==> src/rtl/serial_subtractor_if.sv <==
// Handshake and operand/result bundle for serial_subtractor.
// The ovf signal exists only when SERIAL_SUB_OVF_EN is defined.
interface serial_subtractor_if #(
    parameter int WIDTH = 8
);
    logic             start;
    logic [WIDTH-1:0] A;
    logic [WIDTH-1:0] B;
    logic             busy;
    logic             done;
    logic [WIDTH-1:0] D;
    logic             Bout;
`ifdef SERIAL_SUB_OVF_EN
    logic             ovf;

    modport master (output start, A, B, input busy, done, D, Bout, ovf);
    modport slave  (input start, A, B, output busy, done, D, Bout, ovf);
`else
    modport master (output start, A, B, input busy, done, D, Bout);
    modport slave  (input start, A, B, output busy, done, D, Bout);
`endif
endinterface

==> src/rtl/serial_subtractor.sv <==
// Bit-serial LSB-first subtractor D = A - B using one full-subtractor cell.
// Optional signed-overflow output enabled by defining SERIAL_SUB_OVF_EN.
module serial_subtractor #(
    parameter int WIDTH = 8
) (
    input  logic                clk,
    input  logic                resetn,
    serial_subtractor_if.slave  bus
);
    localparam int CW = $clog2(WIDTH) + 1;
    localparam logic [CW-1:0] LAST_BIT = CW'(WIDTH - 1);
    localparam logic [CW-1:0] CNT_ONE  = CW'(1);

    typedef enum logic [1:0] {
        IDLE = 2'd0,
        RUN  = 2'd1,
        DONE = 2'd2
    } state_t;

    state_t           state_r;
    state_t           state_s;
    logic             capture_s;
    logic             shift_s;
    logic             finish_s;

    logic [WIDTH-1:0] sa_r;
    logic [WIDTH-1:0] sb_r;
    logic [WIDTH-1:0] res_r;
    logic [CW-1:0]    cnt_r;
    logic             bin_r;
    logic [WIDTH-1:0] d_r;
    logic             bout_r;
    logic             busy_r;
    logic             done_r;

    logic             a_s;
    logic             b_s;
    logic             diff_s;
    logic             bin_s;
    logic [WIDTH-1:0] res_s;

`ifdef SERIAL_SUB_OVF_EN
    logic             a_msb_r;
    logic             b_msb_r;
    logic             ovf_r;
`endif

    // Full-subtractor cell on the current LSBs plus the result shift.
    always_comb begin
        a_s    = sa_r[0];
        b_s    = sb_r[0];
        diff_s = a_s ^ b_s ^ bin_r;
        bin_s  = (~a_s & b_s) | (~(a_s ^ b_s) & bin_r);
        res_s  = {diff_s, res_r[WIDTH-1:1]};
    end

    // State register.
    always_ff @(posedge clk or negedge resetn) begin
        if (!resetn) begin
            state_r <= IDLE;
        end else begin
            state_r <= state_s;
        end
    end

    // Next-state and datapath control decode.
    always_comb begin
        state_s   = state_r;
        capture_s = 1'b0;
        shift_s   = 1'b0;
        finish_s  = 1'b0;
        case (state_r)
            IDLE: begin
                if (bus.start) begin
                    state_s   = RUN;
                    capture_s = 1'b1;
                end else begin
                    state_s = IDLE;
                end
            end
            RUN: begin
                shift_s = 1'b1;
                if (cnt_r == LAST_BIT) begin
                    state_s  = DONE;
                    finish_s = 1'b1;
                end else begin
                    state_s = RUN;
                end
            end
            DONE: begin
                if (bus.start) begin
                    state_s   = RUN;
                    capture_s = 1'b1;
                end else begin
                    state_s = IDLE;
                end
            end
            default: begin
                state_s = IDLE;
            end
        endcase
    end

    // Operand shift registers, borrow, bit counter and partial result.
    always_ff @(posedge clk or negedge resetn) begin
        if (!resetn) begin
            sa_r  <= {WIDTH{1'b0}};
            sb_r  <= {WIDTH{1'b0}};
            res_r <= {WIDTH{1'b0}};
            cnt_r <= {CW{1'b0}};
            bin_r <= 1'b0;
        end else if (capture_s) begin
            sa_r  <= bus.A;
            sb_r  <= bus.B;
            res_r <= {WIDTH{1'b0}};
            cnt_r <= {CW{1'b0}};
            bin_r <= 1'b0;
        end else if (shift_s) begin
            sa_r  <= {1'b0, sa_r[WIDTH-1:1]};
            sb_r  <= {1'b0, sb_r[WIDTH-1:1]};
            res_r <= res_s;
            cnt_r <= cnt_r + CNT_ONE;
            bin_r <= bin_s;
        end else begin
            sa_r  <= sa_r;
            sb_r  <= sb_r;
            res_r <= res_r;
            cnt_r <= cnt_r;
            bin_r <= bin_r;
        end
    end

    // Result registers hold until the next completion.
    always_ff @(posedge clk or negedge resetn) begin
        if (!resetn) begin
            d_r    <= {WIDTH{1'b0}};
            bout_r <= 1'b0;
        end else if (finish_s) begin
            d_r    <= res_s;
            bout_r <= bin_s;
        end else begin
            d_r    <= d_r;
            bout_r <= bout_r;
        end
    end

    // Status outputs registered from the next state.
    always_ff @(posedge clk or negedge resetn) begin
        if (!resetn) begin
            busy_r <= 1'b0;
            done_r <= 1'b0;
        end else begin
            busy_r <= (state_s == RUN);
            done_r <= (state_s == DONE);
        end
    end

`ifdef SERIAL_SUB_OVF_EN
    // Operand sign bits are latched because the shifters lose them.
    always_ff @(posedge clk or negedge resetn) begin
        if (!resetn) begin
            a_msb_r <= 1'b0;
            b_msb_r <= 1'b0;
            ovf_r   <= 1'b0;
        end else if (capture_s) begin
            a_msb_r <= bus.A[WIDTH-1];
            b_msb_r <= bus.B[WIDTH-1];
            ovf_r   <= ovf_r;
        end else if (finish_s) begin
            a_msb_r <= a_msb_r;
            b_msb_r <= b_msb_r;
            ovf_r   <= (a_msb_r != b_msb_r) & (res_s[WIDTH-1] != a_msb_r);
        end else begin
            a_msb_r <= a_msb_r;
            b_msb_r <= b_msb_r;
            ovf_r   <= ovf_r;
        end
    end

    assign bus.ovf = ovf_r;
`endif

    assign bus.busy = busy_r;
    assign bus.done = done_r;
    assign bus.D    = d_r;
    assign bus.Bout = bout_r;

endmodule

==> src/flat_wrapper.sv <==
// flat-port wrapper written by rule: the top's interface ports become plain ports
module serial_subtractor_flat 
#(
    parameter int WIDTH = 8
)
  (clk, resetn, bus_start, bus_A, bus_B, bus_busy, bus_done, bus_D, bus_Bout);
  serial_subtractor_if #(.WIDTH(WIDTH)) bus_i ();
  input  logic clk;
  input  logic resetn;
  input wire logic [$bits(bus_i.start)-1:0] bus_start;
  input wire logic [$bits(bus_i.A)-1:0] bus_A;
  input wire logic [$bits(bus_i.B)-1:0] bus_B;
  output wire logic [$bits(bus_i.busy)-1:0] bus_busy;
  output wire logic [$bits(bus_i.done)-1:0] bus_done;
  output wire logic [$bits(bus_i.D)-1:0] bus_D;
  output wire logic [$bits(bus_i.Bout)-1:0] bus_Bout;
  assign bus_i.start = bus_start;
  assign bus_i.A = bus_A;
  assign bus_i.B = bus_B;
  assign bus_busy = bus_i.busy;
  assign bus_done = bus_i.done;
  assign bus_D = bus_i.D;
  assign bus_Bout = bus_i.Bout;
  serial_subtractor #(.WIDTH(WIDTH)) u_core (.clk(clk), .resetn(resetn), .bus(bus_i));
endmodule
==> config.mk <==
export PLATFORM = sky130hd
export DESIGN_NAME = serial_subtractor_flat
export DESIGN_NICKNAME = d
export VERILOG_FILES = /design/src/rtl/serial_subtractor_if.sv /design/src/rtl/serial_subtractor.sv /design/src/flat_wrapper.sv
export SDC_FILE = /design/constraint.sdc
export NUM_CORES = 1
export LEC_CHECK = 0
export ABC_AREA = 1
export CELL_PAD_IN_SITES_DETAIL_PLACEMENT = 0
export CELL_PAD_IN_SITES_GLOBAL_PLACEMENT = 2
export CORE_MARGIN = 3
export CORE_UTILIZATION = 28
export CTS_CLUSTER_SIZE = 8
export DETAILED_ROUTE_END_ITERATION = 10
export GPL_TIMING_DRIVEN = 0
export MAX_ROUTING_LAYER = met4
export PLACE_DENSITY = 0.8
export SYNTH_ARGS = -nofsm -noshare
export SYNTH_HDL_FRONTEND = slang
export SYNTH_SLANG_ARGS = --single-unit
==> constraint.sdc <==
create_clock -name clk -period 1.2 [get_ports clk]
set_input_delay 0.18 -clock clk [delete_from_list [all_inputs] [get_ports clk]]
set_output_delay 0.18 -clock clk [all_outputs]
set_load 0.05 [all_outputs]
==> out/qor.yml <==
vias: 1448
period_share_pct: 98.4
rows: 28
synthMuxAreaShare_pct: 0
synth_top_family_by_area: "simple AND/OR/NAND/NOR gates"
dpl.hpwl_um: 2660
worstPathArrival_ps: 1360
worstSkewPairLatency_ps: 290
synth-xor-area-share_pct: 0
dieArea_um2: 7300
avgSynthCellArea_um2: 8.83
place_area_um2: 2170
slew_viol_final: 0
die_h_um: 85.4
hold_path.class: "in -> async"
crit_path_end_kind: "register"
antenna_found_initial: 0
setup_tns_ps: 0
area_growth_pct: 43.1
clkSlewWorstSetupHoldPaths_ps: 80
synth_area_um2: 1770
drt-initial-drc-count: 48
drc_errors: 0
rsz0062_at_grt: "true"
ys_types: 20
grt_pass1_vias: 1366
min_period_ps: 1180
clockRootBuffer: "clkbuf_8"
cts_tree: "built"
grt_overflow: 0
fmax_mhz: 847
ctsLongestPathBuffers: 2
maxCapViolCount: 0
path_max_fanout: 5
vias_per_cell: 4.37
worstSetupPathType: "reg -> reg"
synth_fp_nets: 221
htree_num_levels: 2
cts_sinks: 41
final_cell_area_um2: 2530
start_util_pct: 29.3
numPortBuffers: 29
leakage_nw: 1.28
hold_viol: 0
reg2reg_to: "u_core.bus.Bout"
status: "complete, no violations"
core-area_um2: 6030
drive_gt1_share_pct: 35.2
peakVddDrop_v: 0.000881
synth_top_cell_by_area: "dfrtp_1"
numCtsBuffers: 5
yosys.area_share.simple_pct: 25.1
yosys.area_share.adder_pct: 1.84
start_kind: "register"
dieWidth_um: 85.4
synth_top_area_share_pct: 58.1
ant_nets: 0
cp.required_ps: 1380
yosysWarningCount: 0
syn_inst: 200
num-fill-cells: 642
r2r_cells: 7
grt_usage_pct: 12.1
setup_violations: 0
fin_skew_ps: 5.78
grt_pass1_wl_um: 6650
slew_headroom_pct: 66.8
synth_area_leaders: "dfrtp_1 58%, nand2_1 19%, o21ai_2 4.0%"
reg2reg_slack_ps: 20
first_pass_iters: 4
synth_seq_cells: 41
insertedDiodeCount: 0
powerDensity_nw_per_um2: 2670
ioPinCount: 30
worst_pin_slew_ps: 499
wl_um: 4190
reg2reg_from: "u_core.cnt_r[0]"
seq_area_frac_synth_pct: 58.1
gp_congestion: 0.695
finalNetCount: 276
wl_per_cell_um: 12.7
synth_compound_area_share_pct: 8.50
grt_max_degree: 24
synthesized netlist by cell type, drive strengths merged:
cell,count
a21oi,1
buf,7
dfrtp,41
fa,1
ha,1
inv,19
nand2,94
nand3,9
nor2,6
o21ai,13
o22ai,8
timing repair:
item,CTS,global route
setup buffers,9,5
hold buffers,1,0
endpoints found under the setup margin,46,34
pin swaps,5,8
gates resized for setup,76,42
endpoints found under the hold margin,18,0
gates cloned,1,2
metal layers:
metal / part of all wire (%) / routed length, µm / global-route usage, % / vias up
met4: 1.6 / 66 / 4.32 / 0
met1: 49 / 2040 / 15.9 / 687
li1: - / - / - / 732
met3: 3.2 / 136 / 2.72 / 6
met5: 0 / 0 / - / -
met2: 46 / 1950 / 18.3 / 23
critical path, stage by stage (launching register included):
cell,delay [ps]
dfrtp_1,360
ha_2,190
nand2_2,70
nor2_4,120
nand2_4,80
buf_8,140
nand2_2,40
o21ai_1,60
sequential cells by signal (all words and copies together), names as in the netlist:
signal	cells
u_core.bin_r	1
u_core.bus.Bout	1
u_core.bus.D	8
u_core.bus.busy	1
u_core.bus.done	1
u_core.cnt_r	4
u_core.res_r	7
u_core.sa_r	8
u_core.sb_r	8
u_core.state_r	2
cell type report:
type	count	area [µm²]	area share, %
Sequential cell	41	1030	40.6
Multi-Input combinational cell	133	743	29.4
Timing Repair Buffer	48	413	16.3
Tap cell	75	93.8	3.71
Buffer	7	86.3	3.42
Inverter	19	81.3	3.22
Clock buffer	6	72.6	2.87
Clock inverter	2	10.0	0.396
cell families after synthesis:
kind of cell / Yosys count
compound gates: 22
fa+ha+maj: 2
buf+inv: 26
flops: 41
simple gates: 109
cells in the final DEF, fill, tap and decap left out, drive strengths merged:
cell            n
dfrtp          41
o22ai           8
nand3           9
dlygate4sd3     1
clkdlybuf4s50  16
nand2          94
buf            35
ha              1
o21ai          13
inv            19
clkbuf          7
a21oi           1
clkinv          2
fa              1
nor2            6
clkdlybuf4s15   1
dlymetal6s2s    1
worst max-delay path by stage:
stage	startpoint	to	cells past startpoint
2_1_floorplan	u_core.cnt_r[0]	u_core.bus.D[0]	7
3_3_place_gp	resetn	u_core.bus.D[5]	1
3_5_place_dp	bus_start	u_core.sa_r[0]	8
4_1_cts	u_core.cnt_r[0]	u_core.bus.Bout	7
5_1_grt	u_core.cnt_r[0]	u_core.bus.Bout	7
6_report	u_core.cnt_r[0]	u_core.bus.Bout	7
stage by stage:
stage	std cells	hold slack (ps)	power, mW	util (%)	setup slack [ps]
after floorplan	200	-116	4.29	-	17.4
final	331	387	6.74	41.9	19.3
after global routing	331	439	7.26	41.9	-68.1
after global placement	304	455	5.14	35.7	-1210
after detailed placement	305	174	5.17	36.1	-407
after CTS	324	394	6.32	39.3	-37.4
report_power, final:
group	internal, mW	leakage [nW]	switching (mW)
Sequential	1.96	0.519	0.343
Combinational	1.38	0.718	2.18
Clock	0.404	0.0450	0.474
No activity file was read; power rests on OpenSTA's default activity.
